<file path="src/rtl/axis_packet_master.sv">
// axis_packet_master: pops beats from a show-ahead FIFO, frames them into packets
// (tuser on the first beat, tlast/tkeep on the last) and drives an AXI4-Stream
// master through a two-entry output/skid buffer. fifo_ready is a flop, so there
// is no combinational path from m_axis_tready back to the FIFO.
module axis_packet_master #(
    parameter int unsigned DATA_WIDTH = 64,
    parameter int unsigned LEN_WIDTH  = 16,
    parameter int unsigned KEEP_WIDTH = DATA_WIDTH / 8
) (
    input  logic                  aclk,
    input  logic                  areset,
    input  logic [DATA_WIDTH-1:0] fifo_data,
    input  logic                  fifo_valid,
    output logic                  fifo_ready,
    input  logic                  enable,
    input  logic [LEN_WIDTH-1:0]  cfg_pkt_len,
    input  logic [KEEP_WIDTH-1:0] cfg_last_keep,
    output logic [DATA_WIDTH-1:0] m_axis_tdata,
    output logic                  m_axis_tvalid,
    input  logic                  m_axis_tready,
    output logic                  m_axis_tlast,
    output logic [KEEP_WIDTH-1:0] m_axis_tkeep,
    output logic                  m_axis_tuser,
    output logic                  busy,
    output logic [31:0]           pkt_count
);

    localparam int unsigned CNT_WIDTH = 32;

    typedef enum logic {
        S_IDLE = 1'b0,
        S_RUN  = 1'b1
    } state_e;

    // One buffered beat: payload plus the framing computed at ingress
    typedef struct packed {
        logic [DATA_WIDTH-1:0] data;
        logic [KEEP_WIDTH-1:0] keep;
        logic                  last;
        logic                  user;
    } beat_t;

    state_e                state_q, state_d;
    logic [LEN_WIDTH-1:0]  len_q, len_d;
    logic [KEEP_WIDTH-1:0] keep_q, keep_d;
    logic [LEN_WIDTH-1:0]  idx_q, idx_d;
    beat_t                 out_q, out_d;
    logic                  out_valid_q, out_valid_d;
    beat_t                 skid_q, skid_d;
    logic                  skid_valid_q, skid_valid_d;
    logic                  fifo_ready_q, fifo_ready_d;
    logic                  busy_q, busy_d;
    logic [CNT_WIDTH-1:0]  pkt_count_q, pkt_count_d;

    logic                  accept;
    logic                  drain;
    logic                  in_last;
    beat_t                 in_beat;

    // Handshake strobes and ingress framing for the beat at the FIFO head
    assign accept       = fifo_valid && fifo_ready_q;
    assign drain        = out_valid_q && m_axis_tready;
    assign in_last      = (idx_q == (len_q - LEN_WIDTH'(1)));
    assign in_beat.data = fifo_data;
    assign in_beat.keep = in_last ? keep_q : {KEEP_WIDTH{1'b1}};
    assign in_beat.last = in_last;
    assign in_beat.user = (idx_q == '0);

    // Next-state: packet FSM, beat index, buffer steering and status
    always_comb begin
        state_d      = state_q;
        len_d        = len_q;
        keep_d       = keep_q;
        idx_d        = idx_q;
        out_d        = out_q;
        out_valid_d  = out_valid_q;
        skid_d       = skid_q;
        skid_valid_d = skid_valid_q;
        pkt_count_d  = pkt_count_q;

        case (state_q)
            S_IDLE: begin
                if (enable) begin
                    state_d = S_RUN;
                    len_d   = (cfg_pkt_len == '0) ? LEN_WIDTH'(1) : cfg_pkt_len;
                    keep_d  = (cfg_last_keep == '0) ? {KEEP_WIDTH{1'b1}} : cfg_last_keep;
                    idx_d   = '0;
                end
            end
            S_RUN: begin
                if (accept) begin
                    if (in_last) begin
                        idx_d = '0;
                        if (enable) begin
                            len_d  = (cfg_pkt_len == '0) ? LEN_WIDTH'(1) : cfg_pkt_len;
                            keep_d = (cfg_last_keep == '0) ? {KEEP_WIDTH{1'b1}} : cfg_last_keep;
                        end else begin
                            state_d = S_IDLE;
                        end
                    end else begin
                        idx_d = idx_q + LEN_WIDTH'(1);
                    end
                end
            end
            default: state_d = S_IDLE;
        endcase

        // OUT refills from SKID first; a new beat lands in SKID only when OUT is stalled
        if (!out_valid_q || drain) begin
            if (skid_valid_q) begin
                out_d        = skid_q;
                out_valid_d  = 1'b1;
                skid_valid_d = 1'b0;
            end else if (accept) begin
                out_d       = in_beat;
                out_valid_d = 1'b1;
            end else begin
                out_valid_d = 1'b0;
            end
        end else if (accept) begin
            skid_d       = in_beat;
            skid_valid_d = 1'b1;
        end

        if (drain && out_q.last) begin
            pkt_count_d = pkt_count_q + CNT_WIDTH'(1);
        end

        // Ready only while running and SKID is free; held low on the IDLE->RUN entry cycle
        fifo_ready_d = (state_q == S_RUN) && (state_d == S_RUN) && !skid_valid_d;
        busy_d       = (state_d == S_RUN) || out_valid_d || skid_valid_d;
    end

    // State and buffer registers
    always_ff @(posedge aclk or posedge areset) begin
        if (areset) begin
            state_q      <= S_IDLE;
            len_q        <= LEN_WIDTH'(1);
            keep_q       <= {KEEP_WIDTH{1'b1}};
            idx_q        <= '0;
            out_q        <= '0;
            out_valid_q  <= 1'b0;
            skid_q       <= '0;
            skid_valid_q <= 1'b0;
            fifo_ready_q <= 1'b0;
            busy_q       <= 1'b0;
            pkt_count_q  <= '0;
        end else begin
            state_q      <= state_d;
            len_q        <= len_d;
            keep_q       <= keep_d;
            idx_q        <= idx_d;
            out_q        <= out_d;
            out_valid_q  <= out_valid_d;
            skid_q       <= skid_d;
            skid_valid_q <= skid_valid_d;
            fifo_ready_q <= fifo_ready_d;
            busy_q       <= busy_d;
            pkt_count_q  <= pkt_count_d;
        end
    end

    assign fifo_ready    = fifo_ready_q;
    assign m_axis_tdata  = out_q.data;
    assign m_axis_tkeep  = out_q.keep;
    assign m_axis_tlast  = out_q.last;
    assign m_axis_tuser  = out_q.user;
    assign m_axis_tvalid = out_valid_q;
    assign busy          = busy_q;
    assign pkt_count     = pkt_count_q;

endmodule

</file>
<file path="config.mk">
export PLATFORM = sky130hd
export DESIGN_NAME = axis_packet_master
export DESIGN_NICKNAME = d
export VERILOG_FILES = /design/src/rtl/axis_packet_master.sv
export SDC_FILE = /design/constraint.sdc
export NUM_CORES = 1
export LEC_CHECK = 0
export CAP_MARGIN = 10
export CORE_MARGIN = 10
export CORE_UTILIZATION = 45
export CTS_CLUSTER_SIZE = 12
export DETAILED_ROUTE_END_ITERATION = 8
export PLACE_DENSITY = 0.74
export SYNTH_ARGS = -nofsm -noshare
export SYNTH_HDL_FRONTEND = slang
export SYNTH_SLANG_ARGS = --single-unit
</file>
<file path="constraint.sdc">
create_clock -name aclk -period 10.9 [get_ports aclk]
set_input_delay 3.27 -clock aclk [delete_from_list [all_inputs] [get_ports aclk]]
set_output_delay 3.27 -clock aclk [all_outputs]
set_load 0.005 [all_outputs]
</file>
-- Word level (Yosys, flattened, before mapping)
Cells that the tools add are included.
- reductions and logical operators: 18
- $add $sub $neg: 3
- multiplexer cells: 26
- eq/ne operators: 4
- bitwise logic cells: 2
- operator list (kind ; number):
    74-bit 2-to-1 mux ; 2
    16-bit 2-to-1 mux ; 7
    16-bit one-hot mux with 2 select lines ; 2
    8-bit 2-to-1 mux ; 5
    32-bit by 1-bit adder with 32-bit output, second input constant ; 1
    16-bit zero test ; 2
    16-bit by 1-bit adder with 16-bit output, second input constant ; 1
    16-bit == test ; 1
    8-bit one-hot mux with 2 select lines ; 1
    16-bit by 1-bit subtractor with 16-bit output, second input constant ; 1
    8-bit zero test ; 1
    1-bit 2-to-1 mux ; 8
    2-bit AND reduction ; 4
    1-bit logical AND ; 5
    2-bit by 1-bit inequality test with 1-bit output, second input constant ; 2
    1-bit logical OR ; 3
    1-bit zero test ; 2
    2-bit inequality test, second input constant ; 1
    1-bit inverter ; 2
    1-bit one-hot mux with 2 select lines ; 1
    2-bit nonzero test ; 1
- word-level logic and storage cells: 70
- input bits: 93
- flip-flop bits (word level): 225
- output and inout port bits: 109

-- Logic depth before layout (Yosys ltp)
- depth in word-level cells: 7
- depth in mapped cells: 11
- gate-level depth less buffers: 9

-- Worst setup path before layout
OpenSTA, ideal clock, no wires.
- path type: input to register
- from: input m_axis_tready
- to: register pkt_count_q[31] (netlist: pkt_count[31])
- stages on the path: 7
- arrival: 4.944 ns
- setup time: 0.123 ns
- setup slack: 5.833 ns
- required time: 10.777 ns
- buffers on the path: 0
- cell sequence: nand3_1 > nor4_1 > and4_1 > nand4_1 > nor3_1 > nand4_1 > xnor2_1
- cells in the longest elaborated chain, start to end: 2
- RTL lines (element ; RTL line ; RTL):
    start: declaration ; 20 ; input logic m_axis_tready,
    1-bit logical AND ; 62 ; assign drain = out_valid_q && m_axis_tready;
    1-bit logical AND ; 125 ; if (drain && out_q.last) begin
    end signal: assignment ; 159 ; pkt_count_q <= pkt_count_d;
    end: declaration ; 53 ; logic [CNT_WIDTH-1:0] pkt_count_q, pkt_count_d;
No other way between the ends.
A chain may end at the register's enable or synchronous reset.

-- Worst setup path in the final report
- from: input fifo_valid
- to: register out_q (netlist bit m_axis_tdata[5])
- cells in the longest elaborated chain, start to end: 3
- RTL lines (element ; RTL line ; RTL):
    start: declaration ; 13 ; input logic fifo_valid,
    1-bit logical AND ; 61 ; assign accept = fifo_valid && fifo_ready_q;
    2-bit nonzero test (no source line) ; n/a ;
    2-bit AND reduction (no source line) ; n/a ;
    end signal: assignment ; 153 ; out_q <= out_d;
    end: declaration ; 47 ; beat_t out_q, out_d;
No other way between the ends.

==> flow_metrics.tcl <==
set metrics [dict create \
    run_status "finished, final reports clean" \
    core_area_um2 23540 \
    synthesis.nets 1238 \
    synthCells 1141 \
    dieArea_um2 30620 \
    synth_edf_count 0 \
    intPower_mw 1.805 \
    clkSinkCount 225 \
    max-cap-violations 0 \
    netlist.area_leader.share_pct 50.00 \
    synthTopCellsByArea "dfrtp_1 (50%), nand2_1 (12%), mux2i_1 (5.9%)" \
    path_max_fanout 100 \
    hold_class "register to register" \
    track_usage_pct 18.62 \
    overflow 0 \
    fin_setup_tns_ns 0 \
    worstSetupPathType "primary input to register" \
    cts_max_path_buffers 3 \
    path_cells "clkdlybuf4s50_1, and2_1, buf_4, o21ai_4, buf_4, o21ai_0" \
    routed_wl_um 29410 \
    htreeDepth 1 \
    critPathTopFamily "buffers and inverters" \
    cts.repair.resized 0 \
    cts_setup_buffers 0 \
    combPwrFrac_pct 21.3 \
    cp_data_required_time_ns 11.26 \
    rows 56 \
    grt_pass1_wl_um 47840 \
    numCtsBuffers 26 \
    cpPeakStageDelay_ns 0.81 \
    antenna_found_initial 2 \
    drc 0 \
    peakVddDrop_mv 0.09359 \
    met2RoutedLength_um 13890 \
    dr.pass1.iters 5 \
    timing.final.crit_share_pct 51.61 \
    syn_avg_cell_area_um2 9.474 \
    slowest_stage "buf_4" \
    start_kind "primary input" \
    final_nets 1400 \
    postRouteAntennaNets 0 \
    root_buffer "clkbuf_16" \
    grt_pass1_vias 8752 \
    holdWs_ns 0.4698 \
    drv_slew 0 \
    pwr-share-seq_pct 44.9 \
    skew_ns 0.01209 \
    postCtsHoldBufs 0 \
    rsz0062_at_grt "no" \
    p_leak_nw 6.207 \
    grt_max_degree 106 \
    setup_viol 0 \
    die_y_um 175.0 \
    netSwitchingPower_mw 0.7022 \
    layout_setup_ws_ns 5.274 \
    yosys.cell_types.count 54 \
    cp-end-kind "register" \
    wire_per_inst_um 17.94 \
    dr.max_layer_used "met4" \
    cellPowerDensity_nw_per_um2 181.3 \
    drt_iter0_markers 813 \
    drt-met1-wl_um 12950 \
    synth_top_area_cell "dfrtp_1" \
    io_buffers 201 \
    synth_seq_area_share_pct 52.19 \
    die_w_um 175.0 \
    ys.flop_type "dfrtp_1" \
    dp_hpwl_um 19270 \
    fmax_ghz 0.1778 \
    period_needed_ns 5.626 \
    yosysWarningCount 0 \
    io_pins 202 \
    clk_latency_ns 0.52 \
    hold_viol_final 0 \
    tritoncts "done" \
    async_reset_ff_share_pct 100.0 \
    max_slew_margin_pct 24.44 \
    ys_seq_elements 225 \
    cp_common_cell "buf_4" \
    cp.arrival_ns 5.99 \
    clk_pin_slew_ns 0.06 \
    layout-drive-gt1-share_pct 5.615 \
    vias 8832 \
    viasPerCell 5.389 \
    syn_to_final_growth_pct 27.88 \
    crit_buf_inv 3 \
    initial_utilization_pct 45.92 \
    dp_slack_ns 4.767 \
    tightest_slew_ns 1.131 \
    globalplace.congestion 0.8536 \
    power_frac_clock_pct 33.8 \
    swShare_pct 28.01 \
    syn_area_um2 10810 \
    wl_met3_um 1835 \
]
==> sequential cells by signal, summed over array words and instances (netlist names), 8 cells and up <==
register and count:
skid_q 74, m_axis_tdata 64, pkt_count 32, idx_q 16, len_q 16, keep_q 8, m_axis_tkeep 8
==> power groups by stage <==
stage	logic, mW	clock network, mW	registers, mW
2_1_floorplan	0.254	0	1.11
3_3_place_gp	0.526	0	1.13
3_5_place_dp	0.542	0	1.13
4_1_cts	0.545	0.866	1.12
5_1_grt	0.596	0.895	1.15
6_report	0.535	0.847	1.13
==> layout by cell type (no fill, tap or decap), types with 7 or more instances in the layout <==
| master | Yosys | final |
|---|---|---|
| a21oi_1 | 13 | 13 |
| a22o_1 | 15 | 15 |
| a311o_1 | 15 | 15 |
| a311oi_1 | 13 | 13 |
| a31oi_1 | 20 | 20 |
| a41oi_1 | 10 | 10 |
| and3_1 | 21 | 20 |
| and4b_1 | 8 | 8 |
| buf_4 | 3 | 12 |
| clkbuf_1 | 59 | 7 |
| clkbuf_16 | 0 | 27 |
| clkdlybuf4s50_1 | 0 | 201 |
| dfrtp_1 | 216 | 215 |
| dfstp_2 | 9 | 9 |
| inv_1 | 12 | 11 |
| mux2i_1 | 64 | 64 |
| nand2_1 | 334 | 333 |
| nand3_1 | 25 | 25 |
| nand4_1 | 8 | 8 |
| nor2_1 | 41 | 40 |
| nor3_1 | 10 | 10 |
| nor4_1 | 9 | 9 |
| o21ai_0 | 72 | 71 |
| o21ai_1 | 31 | 31 |
| xnor2_1 | 41 | 41 |
| xor2_1 | 26 | 26 |
==> final timing paths <==
| path | from | to | slack, ns | cells past startpoint |
|---|---|---|---|---|
| min reg2reg | skid_q[17] | skid_q[17] | 0.47 | 2 |
| max reg2reg | len_q[1] | idx_q[13] | 7.10 | 10 |
| max in group asynchronous | areset | skid_valid_q | 6.26 | 3 |
| max | fifo_valid | m_axis_tdata[5] | 5.27 | 6 |
| min | skid_q[17] | skid_q[17] | 0.47 | 2 |
| min in group asynchronous | areset | pkt_count[20] | 3.30 | 2 |
==> worst register-to-register path: cells and delay by family (launching register included) <==
family	cells	cell delay (ns)
AO/OA/AOI/OAI	1	0.23
XOR/XNOR	1	0.18
adder cells (fa/ha/maj)	1	0.21
buffers and inverters	2	0.47
flip-flops	1	0.44
AND/OR/NAND/NOR	5	2.08
==> through the flow <==
step | power (mW) | utilization (%) | std cells | cell area, µm²
global route | 2.637 | 58.72 | 1639 | 13820
finish | 2.507 | 58.72 | 1639 | 13820
CTS | 2.534 | 58.70 | 1637 | 13820
detailed placement | 1.677 | 55.20 | 1594 | 13000
floorplan | 1.362 | - | 1141 | 10810
global placement | 1.658 | 55.20 | 1594 | 13000
==> routing by layer <==
metal / up-vias / GRT usage, %
met5: - / 0
li1: 4249 / -
met4: 0 / 5.864
met1: 4243 / 24.41
met3: 46 / 3.837
met2: 294 / 30.28
==> Yosys cell counts (15+ instances only) <==
library cell,n
nor2_1,41
xnor2_1,41
nand3_1,25
a311o_1,15
a22o_1,15
o21ai_1,31
mux2i_1,64
nand2_1,334
dfrtp_1,216
xor2_1,26
o21ai_0,72
clkbuf_1,59
a31oi_1,20
and3_1,21
==> kinds of logic after synthesis <==
| kind of cell | count (synthesis) | share of synthesized area, % |
|---|---|---|
| simple gates | 484 | 19.97 |
| mux | 66 | 6.134 |
| flops | 225 | 52.19 |
| xor+xnor | 67 | 5.428 |
| compound gates | 204 | 12.16 |
| buf+inv | 91 | 3.657 |
| fa+ha+maj | 4 | 0.4630 |
==> area by class of cell <==
| class | count | area [µm²] |
|---|---|---|
| Antenna cell | 2 | 5.005 |
| Clock buffer | 40 | 784.5 |
| Fill cell | 2051 | 9718 |
| Clock inverter | 3 | 40.04 |
| Inverter | 12 | 52.55 |
| Tap cell | 319 | 399.1 |
| Multi-Input combinational cell | 825 | 4796 |
| Timing Repair Buffer | 213 | 2102 |
| Sequential cell | 225 | 5645 |
Power figures use the tool's default switching activity.
==> patch 1, RTL diff (config.mk and constraints unchanged) <==
Make the reset (`areset`) synchronous in one clocked block.
--- a/src/rtl/axis_packet_master.sv
+++ b/src/rtl/axis_packet_master.sv
@@ -132,7 +132,7 @@
     end
 
     // State and buffer registers
-    always_ff @(posedge aclk or posedge areset) begin
+    always_ff @(posedge aclk) begin
         if (areset) begin
             state_q      <= S_IDLE;
             len_q        <= LEN_WIDTH'(1);
Check against the original RTL: differs if areset is asserted again (counterexample within 4 cycles, from zero or initial values and one cycle with areset high); with areset held inactive, the same outputs for 4 cycles.
==> patch 1 against the unedited design <==
Fmax grew 3.4%. Sequential cell count is the same. Worst setup slack gained 0.18 ns. Synthesized area shrank 11%. Cell area shrank 9.5%. Wire length shrank 13%. Register-to-register slack gained 0.21 ns. Highest routed layer unchanged.
Power is not compared: it rests on default switching activity, and its combinational part moved more than twofold at a synthesized area within 25%.
==> patch 1: results (changes against the unedited design) <==
[metrics] number of CTS-inserted buffers: 25 (was 26)
[metrics] actual slew at the worst max-slew pin: 1.19 ns (was 1.13 ns)
[metrics] total wirelength of the detailed-routed design: 25500 µm (was 29400 µm)
[metrics] post-synthesis adder-cell area fraction: 0.00520 (was 0.00463)
[metrics] Hold Path Sink: skid_q[18] (was skid_q[17])
[metrics] setup slack of the most critical reg-to-reg path: 7.31 ns (was 7.10 ns)
[metrics] count of cell types in the netlist: 56 (was 54)
[metrics] critical register-to-register path endpoint: idx_q[10] (was idx_q[13])
[metrics] pin count of the biggest net entering global routing: 128 (was 106)
[metrics] routing usage on met3: 0.0518 (was 0.0384)
[metrics] fillers: 1846 (was 2051)
[metrics] Mapped Nets: 1220 (was 1238)
[metrics] post-layout total power: 1850 µW
[metrics] async set-reset flop share out of synthesis: 0 (was 1.00)
[metrics] met2 WL: 12200 µm (was 13900 µm)
[metrics] number of global-route vias before repair: 8035 (was 8752)
[metrics] Placement Setup Slack: 4.94 ns (was 4.77 ns)
[metrics] Worst Path Max Fanout: 118 (was 100)
[metrics] setup skew after layout: 0.00917 ns (was 0.0121 ns)
[metrics] main area contributors after synthesis: sky130_fd_sc_hd__dfxtp_1, sky130_fd_sc_hd__mux2i_1, sky130_fd_sc_hd__nand2_1 (was sky130_fd_sc_hd__dfrtp_1, sky130_fd_sc_hd__nand2_1, sky130_fd_sc_hd__mux2i_1)
[metrics] met1 Track Usage GR: 0.208 (was 0.244)
[metrics] fraction of the yosys area taken by sequential cells: 0.468 (was 0.522)
[metrics] fraction of synthesized cell area in xor and xnor cells: 0.0574 (was 0.0543)
[metrics] critical register-to-register path startpoint: len_q[0] (was len_q[1])
[metrics] ranking of synthesized cells by instance count: sky130_fd_sc_hd__dfxtp_1, sky130_fd_sc_hd__nand2_1, sky130_fd_sc_hd__nor2_1 (was sky130_fd_sc_hd__nand2_1, sky130_fd_sc_hd__dfrtp_1, sky130_fd_sc_hd__o21ai_0)
[metrics] status: completed (unchanged)
[metrics] worst slack on hold paths: 0.452 ns (was 0.470 ns)
[metrics] combined global-route utilization of all metal layers: 0.174 (was 0.186)
[metrics] HP Start: skid_q[18] (was skid_q[17])
[metrics] number of nets in the finished design: 1377 (was 1400)
[metrics] global placer's final weighted congestion: 0.808 (was 0.854)
[metrics] Synth Area in Compound Gates: 0.133 (was 0.122)
[metrics] CP peak stage delay: 0.92 ns (was 0.81 ns)
[metrics] Detailed Routing Iterations Pass 1: 6 (was 5)
[metrics] routing usage on met2: 0.288 (was 0.303)
[metrics] post-DP HPWL: 17000 µm (was 19300 µm)
[metrics] fraction of final layout cells with drive strength greater than 1: 0.0440 (was 0.0561)
[metrics] wire length on met3: 1720 µm (was 1840 µm)
patch 1: cell count changes after synthesis, sizes merged, moves of 66 or more:
| cell | change |
|---|---|
| a21oi | +68 |
| nor2 | +101 |
| dfxtp | +225 |
| o21ai | -71 |
| dfrtp | -216 |
| nand2 | -144 |
| a211oi | +66 |
patch 1: kinds of logic after synthesis:
kind of cell,after synthesis
XOR/XNOR,63
flip-flops,225
adder cells (fa/ha/maj),4
AO/OA/AOI/OAI,200
multiplexers,88
buffers and inverters,92
AND/OR/NAND/NOR,451
patch 1: layout make-up:
type / count / share of cell area
multi-input combinational: 806 / 0.381
sequential: 225 / 0.360
timing repair buffer: 208 / 0.165
clock buffer: 31 / 0.0526
tap: 275 / 0.0275
clock inverter: 10 / 0.00860
inverter: 14 / 0.00420
antenna: 4 / 0.000800
patch 1: per-stage QoR:
step                      instance area (µm²)  std cells
after floorplan                          9620       1123
after global placement                  11700       1528
after detailed placement                11700       1528
after CTS                               12500       1569
after global routing                    12500       1573
final                                   12500       1573
==> patch 2, RTL diff (same settings) <==
Made on the original files. The parameter `LEN_WIDTH` goes from 16 to 8.
--- a/src/rtl/axis_packet_master.sv
+++ b/src/rtl/axis_packet_master.sv
@@ -4,7 +4,7 @@
 // is no combinational path from m_axis_tready back to the FIFO.
 module axis_packet_master #(
     parameter int unsigned DATA_WIDTH = 64,
-    parameter int unsigned LEN_WIDTH  = 16,
+    parameter int unsigned LEN_WIDTH  = 8,
     parameter int unsigned KEEP_WIDTH = DATA_WIDTH / 8
 ) (
     input  logic                  aclk,
Ports: changed (resized cfg_pkt_len); port bits go from 202 to 194. No check against the original RTL was run, so the function may have changed too.
==> patch 2 against the unedited design <==
Sequential share of layout area up 2.5 points. Synthesized cell count down 19%. Sequential cell count down 16. Cell area down 12%. Worst hold slack about the same. Wire length down 23%. Via count down 20%. First-iteration DRC count down 55%. Synthesized area down 15%. Non-clock buffer count down 15. Power up 13%. Worst setup slack worse by 0.074 ns. Global-route usage down 1.9 points. Critical endpoint is now m_axis_tdata[44]. Highest routed layer unchanged.
==> patch 2: results (changes against the unedited design) <==
[metrics] initial antenna violation count: 1 (was 2)
[metrics] critical register-to-register path endpoint: m_axis_tdata[44] (was idx_q[13])
[metrics] data arrival time of the worst path: 6.12 ns (was 5.99 ns)
[metrics] Lkg Pwr: 0.00535 µW (was 0.00621 µW)
[metrics] pin count of the biggest net entering global routing: 132 (was 106)
[metrics] worst slack on hold paths: 0.470 ns (about the same)
[metrics] count of cell types in the netlist: 48 (was 54)
[metrics] # placed instances: 1339 (was 1594)
[metrics] Mapped Nets: 1012 (was 1238)
[metrics] cell area after placement: 11300 µm² (was 13000 µm²)
[metrics] non-filler cells in the finished layout: 1384 (was 1639)
[metrics] global-route wire length before repair: 37300 µm (was 47800 µm)
[metrics] combined global-route utilization of all metal layers: 0.168 (was 0.186)
[metrics] VDD IR-drop max: 0.133 mV (was 0.0936 mV)
[metrics] status: completed (unchanged)
[metrics] HP Start: skid_q[22] (was skid_q[17])
[metrics] number of CTS-inserted buffers: 24 (was 26)
[metrics] total wirelength of the detailed-routed design: 22700 µm (was 29400 µm)
[metrics] actual slew at the worst max-slew pin: 1.00 ns (was 1.13 ns)
[metrics] synthesized instance count: 923 (was 1141)
[metrics] later-pin clock latency in the skew report: 0.50 ns (was 0.52 ns)
[metrics] critical register-to-register path startpoint: skid_valid_q (was len_q[1])
[metrics] port bufs: 193 (was 201)
[metrics] fillers: 1722 (was 2051)
[metrics] Worst Path Max Fanout: 102 (was 100)
[metrics] fraction of the yosys area taken by sequential cells: 0.569 (was 0.522)
[metrics] Iteration-0 DRC Markers: 367 (was 813)
[metrics] main area contributors after synthesis: sky130_fd_sc_hd__dfrtp_1, sky130_fd_sc_hd__nand2_1, sky130_fd_sc_hd__mux2i_1 (unchanged)
[metrics] ranking of synthesized cells by instance count: sky130_fd_sc_hd__nand2_1, sky130_fd_sc_hd__dfrtp_1, sky130_fd_sc_hd__nor2_1 (was sky130_fd_sc_hd__nand2_1, sky130_fd_sc_hd__dfrtp_1, sky130_fd_sc_hd__o21ai_0)
[metrics] detailed-route via count: 7040 (was 8832)
[patch 2: logic make-up after synthesis]
logic type / after synthesis / share of synthesized area
simple gates: 396 / 0.181
flops: 209 / 0.569
compound gates: 116 / 0.0767
mux: 83 / 0.0916
buf+inv: 69 / 0.0324
xor+xnor: 46 / 0.0445
fa+ha+maj: 4 / 0.00543
[patch 2: how the worst max path moves through the flow]
stage,from,to,slack (ns)
after global routing,m_axis_tready,m_axis_tdata[38],4.97
final,fifo_valid,m_axis_tdata[44],5.20
after detailed placement,fifo_valid,m_axis_tdata[27],4.76
after floorplan,areset,busy,1.94
after CTS,fifo_valid,m_axis_tdata[44],5.26
after global placement,m_axis_tready,m_axis_tlast,4.88
[patch 2: area by class of cell]
class                      instances  area, µm²  area share
tap                              270        338      0.0279
multi-input combinational        645       3700       0.305
clock buffer                      38        744      0.0615
timing repair buffer             198       1970       0.163
sequential                       209       5250       0.433
inverter                          17       71.3     0.00589
clock inverter                     6       33.8     0.00279
antenna                            1       2.50    0.000207
[patch 2: per-layer routing]
| metal | track usage | vias to the layer above | part of all wire |
|---|---|---|---|
| li1 | - | 3433 | - |
| met1 | 0.217 | 3398 | 0.45 |
| met2 | 0.274 | 172 | 0.46 |
| met3 | 0.0420 | 37 | 0.063 |
| met4 | 0.0463 | 0 | 0.022 |
| met5 | 0 | - | 0 |
[patch 2: critical path, stage by stage]
cell	delay [ns]
sky130_fd_sc_hd__clkdlybuf4s50_1	0.58
sky130_fd_sc_hd__a21oi_1	0.20
sky130_fd_sc_hd__nor2_4	0.79
sky130_fd_sc_hd__buf_4	0.88
sky130_fd_sc_hd__nor2_1	0.11
sky130_fd_sc_hd__a21oi_1	0.16
[patch 2: through the flow]
step,utilization,worst slack [ns]
floorplan,-,1.94
global placement,0.561,4.88
detailed placement,0.561,4.76
CTS,0.600,5.26
global route,0.600,4.97
finish,0.600,5.20
[patch 2: where the power goes]
group | total [µW] | leakage, µW | switching (µW) | internal (µW)
Sequential | 1230 | 0.00246 | 188 | 1050
Clock | 773 | 0.000390 | 306 | 467
Combinational | 833 | 0.00249 | 389 | 444
